`config.mk`:
```
export PLATFORM = sky130hd
export DESIGN_NAME = keypad_scan_cntr
export DESIGN_NICKNAME = d
export VERILOG_FILES = /design/src/rtl/keypad_scan_cntr.sv
export SDC_FILE = /design/constraint.sdc
export NUM_CORES = 1
export LEC_CHECK = 0
export BUFFER_PORTS_ARGS = -buffer_cell sky130_fd_sc_hd__buf_2
export CORE_MARGIN = 2
export CORE_UTILIZATION = 54
export CTS_CLUSTER_SIZE = 14
export DETAILED_ROUTE_END_ITERATION = 16
export PLACE_DENSITY = 0.73
export RECOVER_POWER = 100
export SETUP_SLACK_MARGIN = 0.5
export SLEW_MARGIN = 40
export SYNTH_ARGS = -nofsm -noshare
export SYNTH_HDL_FRONTEND = slang
export SYNTH_SLANG_ARGS = --single-unit
```
`constraint.sdc`:
```
create_clock -name clk -period 5.4 [get_ports clk]
set_input_delay 0 -clock clk [delete_from_list [all_inputs] [get_ports clk]]
set_output_delay 0 -clock clk [all_outputs]
set_load 0.02 [all_outputs]
```
`src/rtl/keypad_scan_cntr.sv`:
```
// keypad_scan_cntr: 4x4 matrix keypad scanner with debounce.
// Drives active-low columns one at a time and reads active-low rows.
// A single key is tracked and reported as {row_idx, col_idx}, together with
// a level valid and one-clk press/release pulses.
// Optional feature macro: KEYPAD_REPEAT_EN. When it is defined, key_pedge
// repeats while the key is held (REPEAT_DELAY, then every REPEAT_RATE ticks).
// Outputs carry no handshake: key_valid is a level, and key_pedge/key_nedge
// are single-clk strobes that downstream logic samples every clk.
module keypad_scan_cntr #(
  parameter int SCAN_DIV_BITS  = 17,
`ifdef KEYPAD_REPEAT_EN
  parameter int REPEAT_DELAY   = 400,
  parameter int REPEAT_RATE    = 80,
`endif
  parameter int DEBOUNCE_TICKS = 8
) (
  input  logic       clk,
  input  logic       reset_p,
  input  logic [3:0] row,
  output logic [3:0] col,
  output logic [3:0] key_value,
  output logic       key_valid,
  output logic       key_pedge,
  output logic       key_nedge,
  output logic [1:0] fsm_state
);

  localparam int CNT_W = $clog2(DEBOUNCE_TICKS) + 1;
  localparam logic [CNT_W-1:0] DB_LAST = CNT_W'(DEBOUNCE_TICKS - 1);

  localparam logic [1:0] SCAN     = 2'd0;
  localparam logic [1:0] DEBOUNCE = 2'd1;
  localparam logic [1:0] PRESSED  = 2'd2;
  localparam logic [1:0] RELEASE  = 2'd3;

  logic [3:0]               row_s1, row_s2;
  logic [SCAN_DIV_BITS-1:0] div_cnt;
  logic                     tick;
  logic [1:0]               state;
  logic [CNT_W-1:0]         cnt;
  logic [1:0]               lat_row, lat_col;
  logic [3:0]               row_low;
  logic                     one_hit, same_hit;
  logic [1:0]               row_idx, col_idx;
  logic                     rep_fire;

  assign fsm_state = state;
  assign tick      = &div_cnt;

  // Two-stage synchronizer for the asynchronous row pins (idle = all high).
  always_ff @(posedge clk or posedge reset_p) begin
    if (reset_p) begin
      row_s1 <= 4'hF;
      row_s2 <= 4'hF;
    end else begin
      row_s1 <= row;
      row_s2 <= row_s1;
    end
  end

  // Free-running scan divider; tick marks the clk on which it wraps to 0.
  always_ff @(posedge clk or posedge reset_p) begin
    if (reset_p) div_cnt <= '0;
    else         div_cnt <= div_cnt + SCAN_DIV_BITS'(1);
  end

  // Row decode: only a single low row counts as a hit; several low rows are
  // treated as idle because ghost keys cannot be resolved.
  always_comb begin
    row_low  = ~row_s2;
    one_hit  = (row_low != 4'h0) && ((row_low & (row_low - 4'd1)) == 4'h0);
    row_idx  = 2'd0;
    case (row_low)
      4'b0010: row_idx = 2'd1;
      4'b0100: row_idx = 2'd2;
      4'b1000: row_idx = 2'd3;
      default: row_idx = 2'd0;
    endcase
    col_idx = 2'd0;
    case (col)
      4'b1101: col_idx = 2'd1;
      4'b1011: col_idx = 2'd2;
      4'b0111: col_idx = 2'd3;
      default: col_idx = 2'd0;
    endcase
    same_hit = one_hit && (row_idx == lat_row);
  end

`ifdef KEYPAD_REPEAT_EN
  localparam int REP_W = $clog2(REPEAT_DELAY) + 1;
  localparam logic [REP_W-1:0] REP_DELAY_LAST = REP_W'(REPEAT_DELAY - 1);
  localparam logic [REP_W-1:0] REP_RATE_LAST  = REP_W'(REPEAT_RATE - 1);

  logic [REP_W-1:0] rep_cnt;
  logic             rep_armed;

  assign rep_fire = tick && (state == PRESSED) && one_hit &&
                    (rep_cnt >= (rep_armed ? REP_RATE_LAST : REP_DELAY_LAST));

  // Repeat timer: counts held ticks in PRESSED, cleared in any other state so
  // each entry into PRESSED (including a release bounce) restarts the delay.
  always_ff @(posedge clk or posedge reset_p) begin
    if (reset_p) begin
      rep_cnt   <= '0;
      rep_armed <= 1'b0;
    end else if (tick) begin
      if (state != PRESSED) begin
        rep_cnt   <= '0;
        rep_armed <= 1'b0;
      end else if (one_hit) begin
        if (rep_fire) begin
          rep_cnt   <= '0;
          rep_armed <= 1'b1;
        end else begin
          rep_cnt <= rep_cnt + REP_W'(1);
        end
      end
    end
  end
`else
  assign rep_fire = 1'b0;
`endif

  // Scan/debounce FSM; every decision is taken on tick only. Column rotation
  // is 1110 -> 1101 -> 1011 -> 0111 and freezes while a key is tracked.
  always_ff @(posedge clk or posedge reset_p) begin
    if (reset_p) begin
      state     <= SCAN;
      col       <= 4'b1110;
      cnt       <= '0;
      lat_row   <= 2'd0;
      lat_col   <= 2'd0;
      key_value <= 4'h0;
      key_valid <= 1'b0;
      key_pedge <= 1'b0;
      key_nedge <= 1'b0;
    end else begin
      key_pedge <= 1'b0;
      key_nedge <= 1'b0;
      if (tick) begin
        case (state)
          SCAN: begin
            if (one_hit) begin
              lat_row <= row_idx;
              lat_col <= col_idx;
              cnt     <= CNT_W'(1);
              state   <= DEBOUNCE;
            end else begin
              col <= {col[2:0], col[3]};
            end
          end
          DEBOUNCE: begin
            if (same_hit) begin
              if (cnt >= DB_LAST) begin
                state     <= PRESSED;
                cnt       <= '0;
                key_value <= {lat_row, lat_col};
                key_valid <= 1'b1;
                key_pedge <= 1'b1;
              end else begin
                cnt <= cnt + CNT_W'(1);
              end
            end else begin
              cnt   <= '0;
              state <= SCAN;
              col   <= {col[2:0], col[3]};
            end
          end
          PRESSED: begin
            if (!one_hit) begin
              cnt   <= CNT_W'(1);
              state <= RELEASE;
            end else if (rep_fire) begin
              key_pedge <= 1'b1;
            end
          end
          default: begin // RELEASE
            // Any single low row while releasing is taken as the contact
            // closing again (the column is frozen on the tracked key).
            if (one_hit) begin
              cnt   <= '0;
              state <= PRESSED;
            end else if (cnt >= DB_LAST) begin
              cnt       <= '0;
              state     <= SCAN;
              col       <= {col[2:0], col[3]};
              key_valid <= 1'b0;
              key_nedge <= 1'b1;
            end else begin
              cnt <= cnt + CNT_W'(1);
            end
          end
        endcase
      end
    end
  end

endmodule

```
; ---- Word-level counts from Yosys, hierarchy flattened
; Cells that the tools add are included.
[classes]
add_sub_neg = 3
n_mul = 0
n_div = 0
n_lt_le_gt_ge = 1
eq_ne = 16
shift = 0
mux = 32
bitwise_logic = 4
n_reduce_logical = 16
[ops]
columns = operator, count
row1 = AND reduction 21 bit, 2
row2 = AND reduction 19 bit, 2
row3 = two-way mux 4 bit, 9
row4 = one-hot mux 4 bit (3 select lines), 2
row5 = AND reduction 22 bit, 1
row6 = AND reduction 20 bit, 1
row7 = one-hot mux 2 bit (3 select lines), 3
row8 = "adder 17 x 1 -> 17 bit, second input constant", 1
row9 = AND reduction 17 bit, 1
row10 = "equality test 4 bit, second input constant", 3
row11 = two-way mux 2 bit, 6
row12 = two-way mux 1 bit, 11
row13 = "!= test 2 bit, second input constant", 5
row14 = "equality test 4 x 3 -> 1 bit, second input constant", 2
row15 = nonzero test 4 bit, 2
row16 = "adder 4 x 1 -> 4 bit, second input constant", 1
row17 = AND 4 bit, 1
row18 = "equality test 4 x 2 -> 1 bit, second input constant", 1
row19 = ">= comparator 4 x 3 -> 1 bit, second input constant", 1
row20 = logical NOT 4 bit, 1
row21 = NOT 4 bit, 1
row22 = "subtractor 4 x 1 -> 4 bit, second input constant", 1
row23 = "!= test 3 bit, second input constant", 1
row24 = nonzero test 3 bit, 1
row25 = 10 further kinds, 12
[word_totals]
ff_bits = 46
latch_bits = 0
mem_bits_rw = 0
romBits = 0
input_bits = 6
output_inout_bits = 13
wordCells = 84
n_memories = 0

; ---- Logic depth before layout (Yosys ltp)
; Gate-level depths: netlist of run 1.
[depth]
depth_word = 9
depth_mapped = 8
mapped_depth_nobuf = 8

; ---- Worst setup path before layout of run 1
; OpenSTA, ideal clock, no wires.
[synth_timing]
kind = flip-flop to flip-flop
start = register state[0] (netlist: fsm_state[0])
end = register state[0] (netlist: fsm_state[0])
setup_ps = 128
arrival_ps = 2134
t_required_ps = 5272
setup_slack_ps = 3139
stages_incl_launch_ff = 9
path_buffers = 0
synth_period_minus_slack_ps = 2261
path_cell_list = dfrtp_1 > inv_1 > ha_1 > mux2i_1 > a211o_1 > o21ai_0 > a211o_1 > a211oi_2 > mux2_1
[synth_between]
elab_chain_len = 3
word_cells_on_any_way = 9
cone_classes = eq/ne (5) / mux (1) / reduce/logical (3)
[synth_rtl]
columns = element, line
row1 = start: declaration, 39  ; logic [1:0] state;
row2 = start signal: assignment, 128  ; state <= SCAN;
row3 = start signal: assignment, 147  ; state <= DEBOUNCE;
row4 = start signal: assignment, 155  ; state <= PRESSED;
row5 = "equality test 2 x 1 -> 1 bit, or another cell as far along", 141  ; case (state)
row6 = "!= test 3 bit (no source line), or another cell as far along", n/a
row7 = AND reduction 21 bit (no source line), n/a
; Several ways; a longest one is shown, not always the timed one.
; A chain may end at the register's enable or synchronous reset.

; ---- Worst setup path after layout of run 1
[layout_timing]
start = register div_cnt[2]
end = register col[0]
[layout_between]
elab_chain_len = 1
[layout_rtl]
columns = element, line
row1 = start: declaration, 37  ; logic [SCAN_DIV_BITS-1:0] div_cnt;
row2 = start signal: assignment, 64  ; else div_cnt <= div_cnt + SCAN_DIV_BITS'(1);
row3 = AND reduction 22 bit (no source line), n/a
row4 = end signal: assignment, 149  ; col <= {col[2:0], col[3]};
row5 = end signal: assignment, 166  ; col <= {col[2:0], col[3]};
row6 = end signal: assignment, 186  ; col <= {col[2:0], col[3]};
row7 = end: declaration, 20  ; output logic [3:0] col,
; Every way passes these cells.

==> impl_metrics.yaml, run 1 <==
run_status:
  status: "finished with violations"
  violations: "capacitance limit, slew limit"
clock_tree:
  h-tree-depth: 2
  clkTransAtPathRegs_ns: 0.08
  cts_tree: "yes"
  numClockSinks: 46
  clock-root-buffer: "clkbuf_8"
  cts_resized: 0
  cts.path.max_buffers: 2
  worstSkewPairLatency_ns: 0.29
  cts_buffers: 5
worst_setup_path:
  required_ns: 5.57
  cp_max_fo: 5
  cp-end-kind: "flip-flop"
  crit_path_start_kind: "flip-flop"
  path_class: "reg -> reg"
  arrival_ns: 3.44
die:
  num_io_pins: 19
  rows: 23
  dieArea_um2: 4830
  start_util_pct: 57.1
  die_h_um: 69.5
  fp.dieW_um: 69.5
  core_area_um2: 4060
detailed_routing:
  drcViolationCount: 0
  wl_um: 4170
  drt-initial-drc-count: 96
  drt.antenna.violating_nets: 0
  dr.pass1.iters: 4
  vias_per_cell: 5.78
  wl_per_cell_um: 15.0
  num_vias: 1602
cells_and_area:
  drive_above_1_share_pct: 15.4
  nets: 240
  antenna_cells: 0
  stdcell_count: 277
  synthToLayoutAreaGrowth_pct: 8.05
place:
  place_congestion: 0.875
  portBuffers: 18
  dp_hpwl_um: 3150
  dp_cells: 264
sta:
  relSlewSlack_pct: -54.1
  worstMarginPinSlew_ns: 2.31
  setup-tns-final_ns: 0
  hold_slack_ns: 0.344
  finalCritPeriodShare_pct: 60.5
  hold_violations: 0
  slew_violations: 47
  setup_viol: 0
  finalCriticalPeriod_ns: 3.27
  finClkSkew_ns: 0.00978
  rsz0062_at_grt: "no"
  max_freq_ghz: 0.306
power:
  pwr_density_cell_nw_per_um2: 236
  ir_worst_vdd_uv: 184
  total_leakage_power_nw: 1.13
global_routing:
  grt_util_all_layers_pct: 19.1
  grt_overflow: 0
  grt_max_degree: 47
  antenna_found_initial: 0
  grt_pass1_vias: 1598
  grt_first_pass_wirelength_um: 7560
synthesis:
  syn_area_um2: 2320
  synth_edf_count: 0
  syn_inst: 199
  post_synth_main_area_contributors: "dfrtp_1 38%, dfstp_2 12%, mux2_2 4.4%"
  ys_warn_count: 0
  yosys_register_bits: 46
  synth_top_area_share_pct: 37.8
  async_reset_ff_share_pct: 100
  syn_area_per_cell_um2: 11.6
  synth_cell_type_count: 52
  synthesis.nets: 213
  ys.flop_type: "dfrtp_1"
  synth_top_cell_by_area: "dfrtp_1"
  ys_seq_area_share_pct: 50.3
job:
  cap_violations: 1
hold_path:
  hp-class: "in -> reg"
## per-stage QoR
| step | utilization (%) | total power, mW | worst slack, ns | area (um^2) |
|---|---|---|---|---|
| 6_report | 61.7 | 0.590 | 2.13 | 2500 |
| 3_3_place_gp | 60.3 | 0.385 | 2.99 | 2450 |
| 4_1_cts | 63.8 | 0.597 | 2.95 | 2590 |
| 5_1_grt | 61.7 | 0.615 | 1.74 | 2500 |
| 2_1_floorplan | - | 0.379 | 3.14 | 2320 |
| 3_5_place_dp | 60.3 | 0.385 | 2.98 | 2450 |
## sequential cells by signal (all words and copies together) (netlist names)
register   flops
cnt            4
col            4
div_cnt       17
fsm_state      2
key_nedge      1
key_pedge      1
key_valid      1
key_value      4
lat_col        2
lat_row        2
row_s1         4
row_s2         4
## cells in the final DEF (no fill, tap or decap), types with 4 or more instances in the layout
| cell | instances |
|---|---|
| dfrtp_1 | 35 |
| nand2_1 | 17 |
| clkbuf_1 | 16 |
| a21oi_1 | 11 |
| dfstp_2 | 11 |
| nor2_1 | 10 |
| xor2_1 | 8 |
| xnor2_1 | 8 |
| ha_1 | 8 |
| nand3_1 | 7 |
| inv_1 | 7 |
| o21ai_0 | 6 |
| mux2_2 | 6 |
| clkbuf_8 | 6 |
| nand2b_1 | 5 |
| dlygate4sd3_1 | 5 |
| buf_2 | 5 |
| and3_1 | 4 |
| nor4_1 | 4 |
| mux2_1 | 4 |
## Yosys cell counts, types with 3 or more instances
cell type	n
xnor2_1	8
nand3_1	7
nor2_1	10
inv_1	8
nand2b_1	5
dfstp_2	11
and3_1	4
a21o_1	3
ha_1	8
nand2_1	17
xor2_1	8
o31ai_1	3
o21ai_0	6
mux2_2	9
a21oi_1	11
dfrtp_1	35
## worst max-delay path, stage by stage (launching register included)
cell       delay (ns)
dfrtp_1          0.41
nand3_1          0.21
nor4_1           0.84
o211ai_4         0.18
a2111oi_0        1.12
mux2_1           0.39
## power breakdown
group	switching, mW	internal (mW)
combinational	0.0147	0.0103
sequential	0.00503	0.350
clock	0.105	0.104
## layout make-up
| class | instances | area [um^2] |
|---|---|---|
| Clock buffer | 8 | 90.1 |
| Multi-Input combinational cell | 141 | 1030 |
| Fill cell | 339 | 1550 |
| Sequential cell | 46 | 1160 |
| Timing Repair Buffer | 24 | 128 |
| Inverter | 8 | 30.0 |
| Tap cell | 50 | 62.6 |
## layer usage
metal	vias to the layer above	share of wire [%]	global-route usage, %
met5	-	0	0
met4	0	0.72	5.45
met3	6	2.2	3.34
met2	14	53	32.6
met1	812	44	25.1
li1	770	-	-
## cells by family after synthesis
| logic type | share of synthesized area, % |
|---|---|
| buf+inv | 2.54 |
| compound gates | 14.3 |
| flops | 50.3 |
| mux | 5.72 |
| xor+xnor | 6.75 |
| simple gates | 15.7 |
| fa+ha+maj | 4.75 |
## worst paths after layout
| check | start | end | slack, ns | cells after the start |
|---|---|---|---|---|
| setup / recovery | div_cnt[2] | col[0] | 2.13 | 5 |
| hold / removal | row[2] | row_s1[2] | 0.34 | 2 |
| setup reg to reg | div_cnt[2] | col[0] | 2.13 | 5 |
| hold reg to reg | row_s1[0] | row_s2[0] | 0.36 | 0 |
| max in group asynchronous | reset_p | div_cnt[11] | 2.99 | 4 |
| min in group asynchronous | reset_p | fsm_state[1] | 1.10 | 4 |
## repair_timing
item,CTS,global route
endpoints found under the hold margin,39,0
buffers inserted,0,0
hold buffers,5,0
Note: power is estimated with default switching activity, not from simulation.
==> run 2: changes to the inputs <==
CORE_UTILIZATION = 53   (was 54)
PLACE_DENSITY = 0.75   (was 0.73)
clock period = 3 ns   (was 5.4 ns; I/O delays follow)
==> run 2 against run 1 <==
  * The run still ends with capacitance limit, slew limit left
  * Worst hold slack lost 0.0040 ns
  * Clock power is 120% higher
  * Total power rose by 95%
  * Clock skew barely moved
  * Cell area is 3.9% higher
==> impl_metrics.yaml, run 2 (synthesis results as in run 1) <==
die:
  core_area_um2: 4290
  die_h_um: 70.1
  dieArea_um2: 4920
  fp.dieW_um: 70.1
  rows: 24
  start_util_pct: 54.0
  num_io_pins: 19
clock_tree:
  cts.path.max_buffers: 2
  worstSkewPairLatency_ns: 0.31
  numClockSinks: 46
  cts_tree: "yes"
  h-tree-depth: 2
  clock-root-buffer: "clkbuf_8"
  cts_buffers: 5
  clkTransAtPathRegs_ns: 0.08
place:
  dp_cells: 265
  portBuffers: 18
  place_congestion: 0.942
  dp_hpwl_um: 3000
worst_setup_path:
  cp_max_fo: 7
  critical_path.most_common_cell: "a21oi_1"
  critPathSlowestCell: "dfstp_1"
  crit_chain: "or2b_2, a21oi_1, o21ai_0, a21oi_1, a2111oi_4, mux2_2"
  rrSetupSlack_ns: 0.49
  cp_slowest_stage_delay_ns: 0.65
  path_class: "reg -> reg"
  cp-end-kind: "flip-flop"
  crit_path_start_kind: "flip-flop"
  required_ns: 3.19
  arrival_ns: 2.70
  r2r_cells: 6
sta:
  max_freq_ghz: 0.398
  rsz0062_at_grt: "no"
  hold_slack_ns: 0.340
  setup_viol: 0
  relSlewSlack_pct: -30.5
  finalCriticalPeriod_ns: 2.51
  setup-tns-final_ns: 0
  worstMarginPinSlew_ns: 1.95
  slew_violations: 47
  finalCritPeriodShare_pct: 83.7
  hold_violations: 0
  finClkSkew_ns: 0.0102
detailed_routing:
  drt.antenna.violating_nets: 0
  wl_um: 4290
  drcViolationCount: 0
  vias_per_cell: 5.71
  wl_per_cell_um: 15.3
  num_vias: 1604
  drt-initial-drc-count: 154
  dr.pass1.iters: 4
run_status:
  violations: "capacitance limit, slew limit"
  status: "finished with violations"
power:
  combinationalPowerShare_pct: 4.4
  seqPwrFrac_pct: 55.3
  total_leakage_power_nw: 1.20
  clock_power_share_pct: 40.3
  p_sw_uw: 253
  pwr_density_cell_nw_per_um2: 443
  ir_worst_vdd_uv: 291
  switching_share_pct: 22.0
  p_int_uw: 899
cells_and_area:
  stdcell_count: 281
  drive_above_1_share_pct: 20.1
  antenna_cells: 0
  nets: 242
  final_common_cell: "dfrtp_1"
  synthToLayoutAreaGrowth_pct: 12.3
  largest_reg_flops: 17
  layout_common_cells: "35 x dfrtp_1, 17 x nand2_1, 11 x a21oi_1, 11 x clkbuf_1, 10 x nor2_1"
  n_fill_cell: 345
  regMostFlops: "div_cnt"
global_routing:
  grt_max_degree: 47
  grt_pass1_vias: 1567
  grt_overflow: 0
  antenna_found_initial: 0
  grt_first_pass_wirelength_um: 7330
  grt_util_all_layers_pct: 19.0
job:
  cap_violations: 1
hold_path:
  hp-class: "in -> reg"
  worstHoldPathCells: 2
## run 2: cell types whose count changed in the layout (fill, tap and decap cells not counted), moves of 2 or more
cell | before | now
buf_2 | 5 | 7
dfstp_1 | 0 | 3
dfstp_2 | 11 | 8
nor4_1 | 4 | 2
nor4_4 | 0 | 2
clkbuf_1 | 16 | 11
mux2_2 | 6 | 9
buf_4 | 0 | 2
mux2_1 | 4 | 1
## run 2: worst max-delay path: cells and delay by family (launching register included)
kind / cells / cell delay (ns)
compound gates: 4 / 1.18
flops: 1 / 0.65
mux: 1 / 0.38
simple gates: 1 / 0.18
## run 2: cell type report
type / instances / area, um^2 / share of cell area (%)
inverter: 8 / 31.3 / 1.20
sequential: 46 / 1160 / 44.8
clock inverter: 3 / 43.8 / 1.68
multi-input combinational: 141 / 1080 / 41.6
tap: 52 / 65.1 / 2.50
timing repair buffer: 26 / 146 / 5.63
clock buffer: 5 / 68.8 / 2.65
## run 2: path summary, 6_finish.rpt
kind | startpoint | end
min in group asynchronous | reset_p | div_cnt[5]
max reg2reg | row_s2[3] | col[0]
max in group asynchronous | reset_p | cnt[3]
min reg2reg | row_s1[0] | row_s2[0]
min | row[0] | row_s1[0]
max | row_s2[3] | col[0]
## run 2: layer usage
metal	share of wire (%)	wire, um	GRT usage (%)
met1	46	1980	25.2
met2	48	2050	29.0
met3	4.0	172	5.48
met4	2.0	85	8.55
met5	0	0	0
## run 2: timing repair
item                       CTS  global route
hold buffers                 5             0
hold endpoints to repair    39             0
resized for setup            0             1
buffers inserted             0             3
setup endpoints to repair    0             8
## run 2: power by group through the flow
stage	logic, mW	registers, mW	clock network, mW
after floorplan	0.0401	0.643	0
after global placement	0.0418	0.651	0
after global routing	0.0569	0.638	0.501
final	0.0507	0.637	0.464
after CTS	0.0476	0.639	0.480
after detailed placement	0.0425	0.651	0
## run 2: stage by stage
step                      setup WS, ns  instance area, um^2  util, %  total power, mW
after floorplan                  0.739                 2320        -            0.683
after global placement           0.567                 2440     56.9            0.693
after detailed placement         0.564                 2450     57.0            0.693
after CTS                        0.540                 2610     60.8             1.17
after global routing             0.358                 2600     60.6             1.20
final                            0.489                 2600     60.6             1.15
==> run 3: changes to the inputs <==
CORE_UTILIZATION = 54   (was 53)
PLACE_DENSITY = 0.73   (was 0.75)
clock period = 2.59 ns   (was 3 ns; I/O delays follow)
==> run 3 against run 2 <==
  * The flow now finishes without violations
  * Fmax grew 7.8%
  * Sequential cell count is the same
  * Die area shrank 1.7%
  * Register-to-register slack lost 0.23 ns
  * Total power grew 16%
  * Sequential share of layout area shrank 3.5 points
  * Clock skew shrank 0.0027 ns
  * Clock-buffer cell count grew 1
  * Critical path depth grew 1
  * Combinational power grew 63%
  * Critical path type unchanged
==> impl_metrics.yaml, run 3 (synthesis results as in run 1) <==
clock_tree:
  h-tree-depth: 2
  worstSkewPairLatency_ns: 0.30
  clock-root-buffer: "clkbuf_8"
  clkTransAtPathRegs_ns: 0.08
  numClockSinks: 46
  cts_tree: "yes"
  cts.path.max_buffers: 2
  cts_buffers: 5
die:
  start_util_pct: 57.1
  die_h_um: 69.5
  fp.dieW_um: 69.5
  core_area_um2: 4060
  rows: 23
  dieArea_um2: 4830
  num_io_pins: 19
power:
  pwr_density_cell_nw_per_um2: 475
  p_int_mw: 1.05
  ir_worst_vdd_uv: 374
  p_sw_uw: 288
  switching_share_pct: 21.5
  combinationalPowerShare_pct: 6.1
  seqPwrFrac_pct: 55.0
  total_leakage_power_nw: 1.26
  clock_power_share_pct: 38.8
run_status:
  status: "finished, final reports clean"
global_routing:
  antenna_found_initial: 0
  grt_overflow: 0
  grt_pass1_vias: 1846
  grt_first_pass_wirelength_um: 8480
  grt_util_all_layers_pct: 22.2
  grt_max_degree: 30
cells_and_area:
  regMostFlops: "div_cnt"
  fin_util_pct: 69.6
  final_common_cell: "dfrtp_1"
  drive_above_1_share_pct: 30.1
  synthToLayoutAreaGrowth_pct: 21.9
  antenna_cells: 0
  largest_reg_flops: 17
  nets: 259
  layout_common_cells: "34 x dfrtp_1, 17 x clkbuf_1, 16 x nand2_1"
detailed_routing:
  vias_per_cell: 5.88
  wl_per_cell_um: 16.9
  wl_um: 5010
  drcViolationCount: 0
  num_vias: 1739
  dr.pass1.iters: 4
  drt.antenna.violating_nets: 0
  drt-initial-drc-count: 73
sta:
  hold_violations: 0
  setup-tns-final_ns: 0
  worstMarginPinSlew_ns: 1.20
  finClkSkew_ns: 0.00746
  finalCritPeriodShare_pct: 89.9
  slew_violations: 0
  setup_viol: 0
  rsz0062_at_grt: "yes"
  relSlewSlack_pct: 19.6
  max_freq_ghz: 0.429
  finalCriticalPeriod_ns: 2.33
worst_setup_path:
  required_ns: 2.78
  path_class: "reg -> reg"
  worstReg2RegStart: "row_s2[3]"
  arrival_ns: 2.52
  cp-end-kind: "flip-flop"
  cp_max_fo: 5
  rrSetupSlack_ns: 0.26
  crit_path_start_kind: "flip-flop"
  r2r_cells: 7
  r2r-end: "col[0]"
place:
  dp_hpwl_um: 3340
  portBuffers: 18
  place_congestion: 0.851
hold_path:
  hp-start: "row[0]"
  worstHoldPathCells: 2
  hp-class: "in -> reg"
  min_to: "row_s1[0]"
job:
  cap_violations: 0
[run 3: worst max-delay path: stages (launching register included)]
cell,delay [ns]
dfstp_1,0.60
clkbuf_1,0.17
xnor2_2,0.14
o31ai_4,0.32
a21oi_1,0.14
a2111oi_4,0.33
buf_4,0.19
mux2_2,0.32
[run 3: cell type report]
type | count | area [um^2]
clock buffers | 6 | 72.6
clock inverters | 2 | 37.5
fillers | 291 | 1230
inverters | 8 | 31.3
multi-input cells | 141 | 1200
flip-flops and latches | 46 | 1170
well taps | 50 | 62.6
repair buffers | 43 | 255
[run 3: routing by layer]
layer,wire length [um],GRT usage (%),vias up,share of wire [%]
li1,-,-,803,-
met1,2010,25.1,877,40
met2,2640,39.4,38,53
met3,175,4.94,21,3.5
met4,194,10.5,0,3.9
met5,0,0,-,0
[run 3: worst max-delay path by stage]
stage / start / endpoint / slack, ns / cells after the start
after floorplan: row_s2[1] / key_value[0] / 0.47 / 6
after global placement: row_s2[3] / key_value[0] / 0.31 / 6
after detailed placement: row_s2[3] / key_value[0] / 0.26 / 6
after CTS: row_s2[3] / key_value[0] / 0.38 / 6
after global routing: div_cnt[0] / fsm_state[0] / 0.14 / 7
final: row_s2[3] / col[0] / 0.26 / 7
[run 3: timing repair]
item	4_1_cts	5_1_grt
hold buffers	5	0
resized for setup	12	10
cloned	0	0
endpoints found under the hold margin	28	0
setup buffers	10	6
pin swaps	6	7
endpoints found under the setup margin	13	16
[run 3: power by group through the flow]
stage / sequential, mW / combinational (mW) / clock (mW)
detailed placement: 0.755 / 0.0523 / 0
floorplan: 0.745 / 0.0510 / 0
CTS: 0.739 / 0.0720 / 0.527
global placement: 0.754 / 0.0498 / 0
finish: 0.738 / 0.0824 / 0.521
global route: 0.738 / 0.0901 / 0.558
[run 3: stage by stage]
stage / setup slack, ns / hold slack [ns] / cells / cell area [um^2] / total power, mW
after global routing: 0.139 / 0.347 / 296 / 2820 / 1.39
final: 0.261 / 0.335 / 296 / 2820 / 1.34
after CTS: 0.378 / 0.251 / 290 / 2790 / 1.34
after detailed placement: 0.261 / 0.0301 / 267 / 2510 / 0.807
after floorplan: 0.469 / 0.00448 / 199 / 2360 / 0.796
after global placement: 0.310 / 0.105 / 267 / 2510 / 0.804
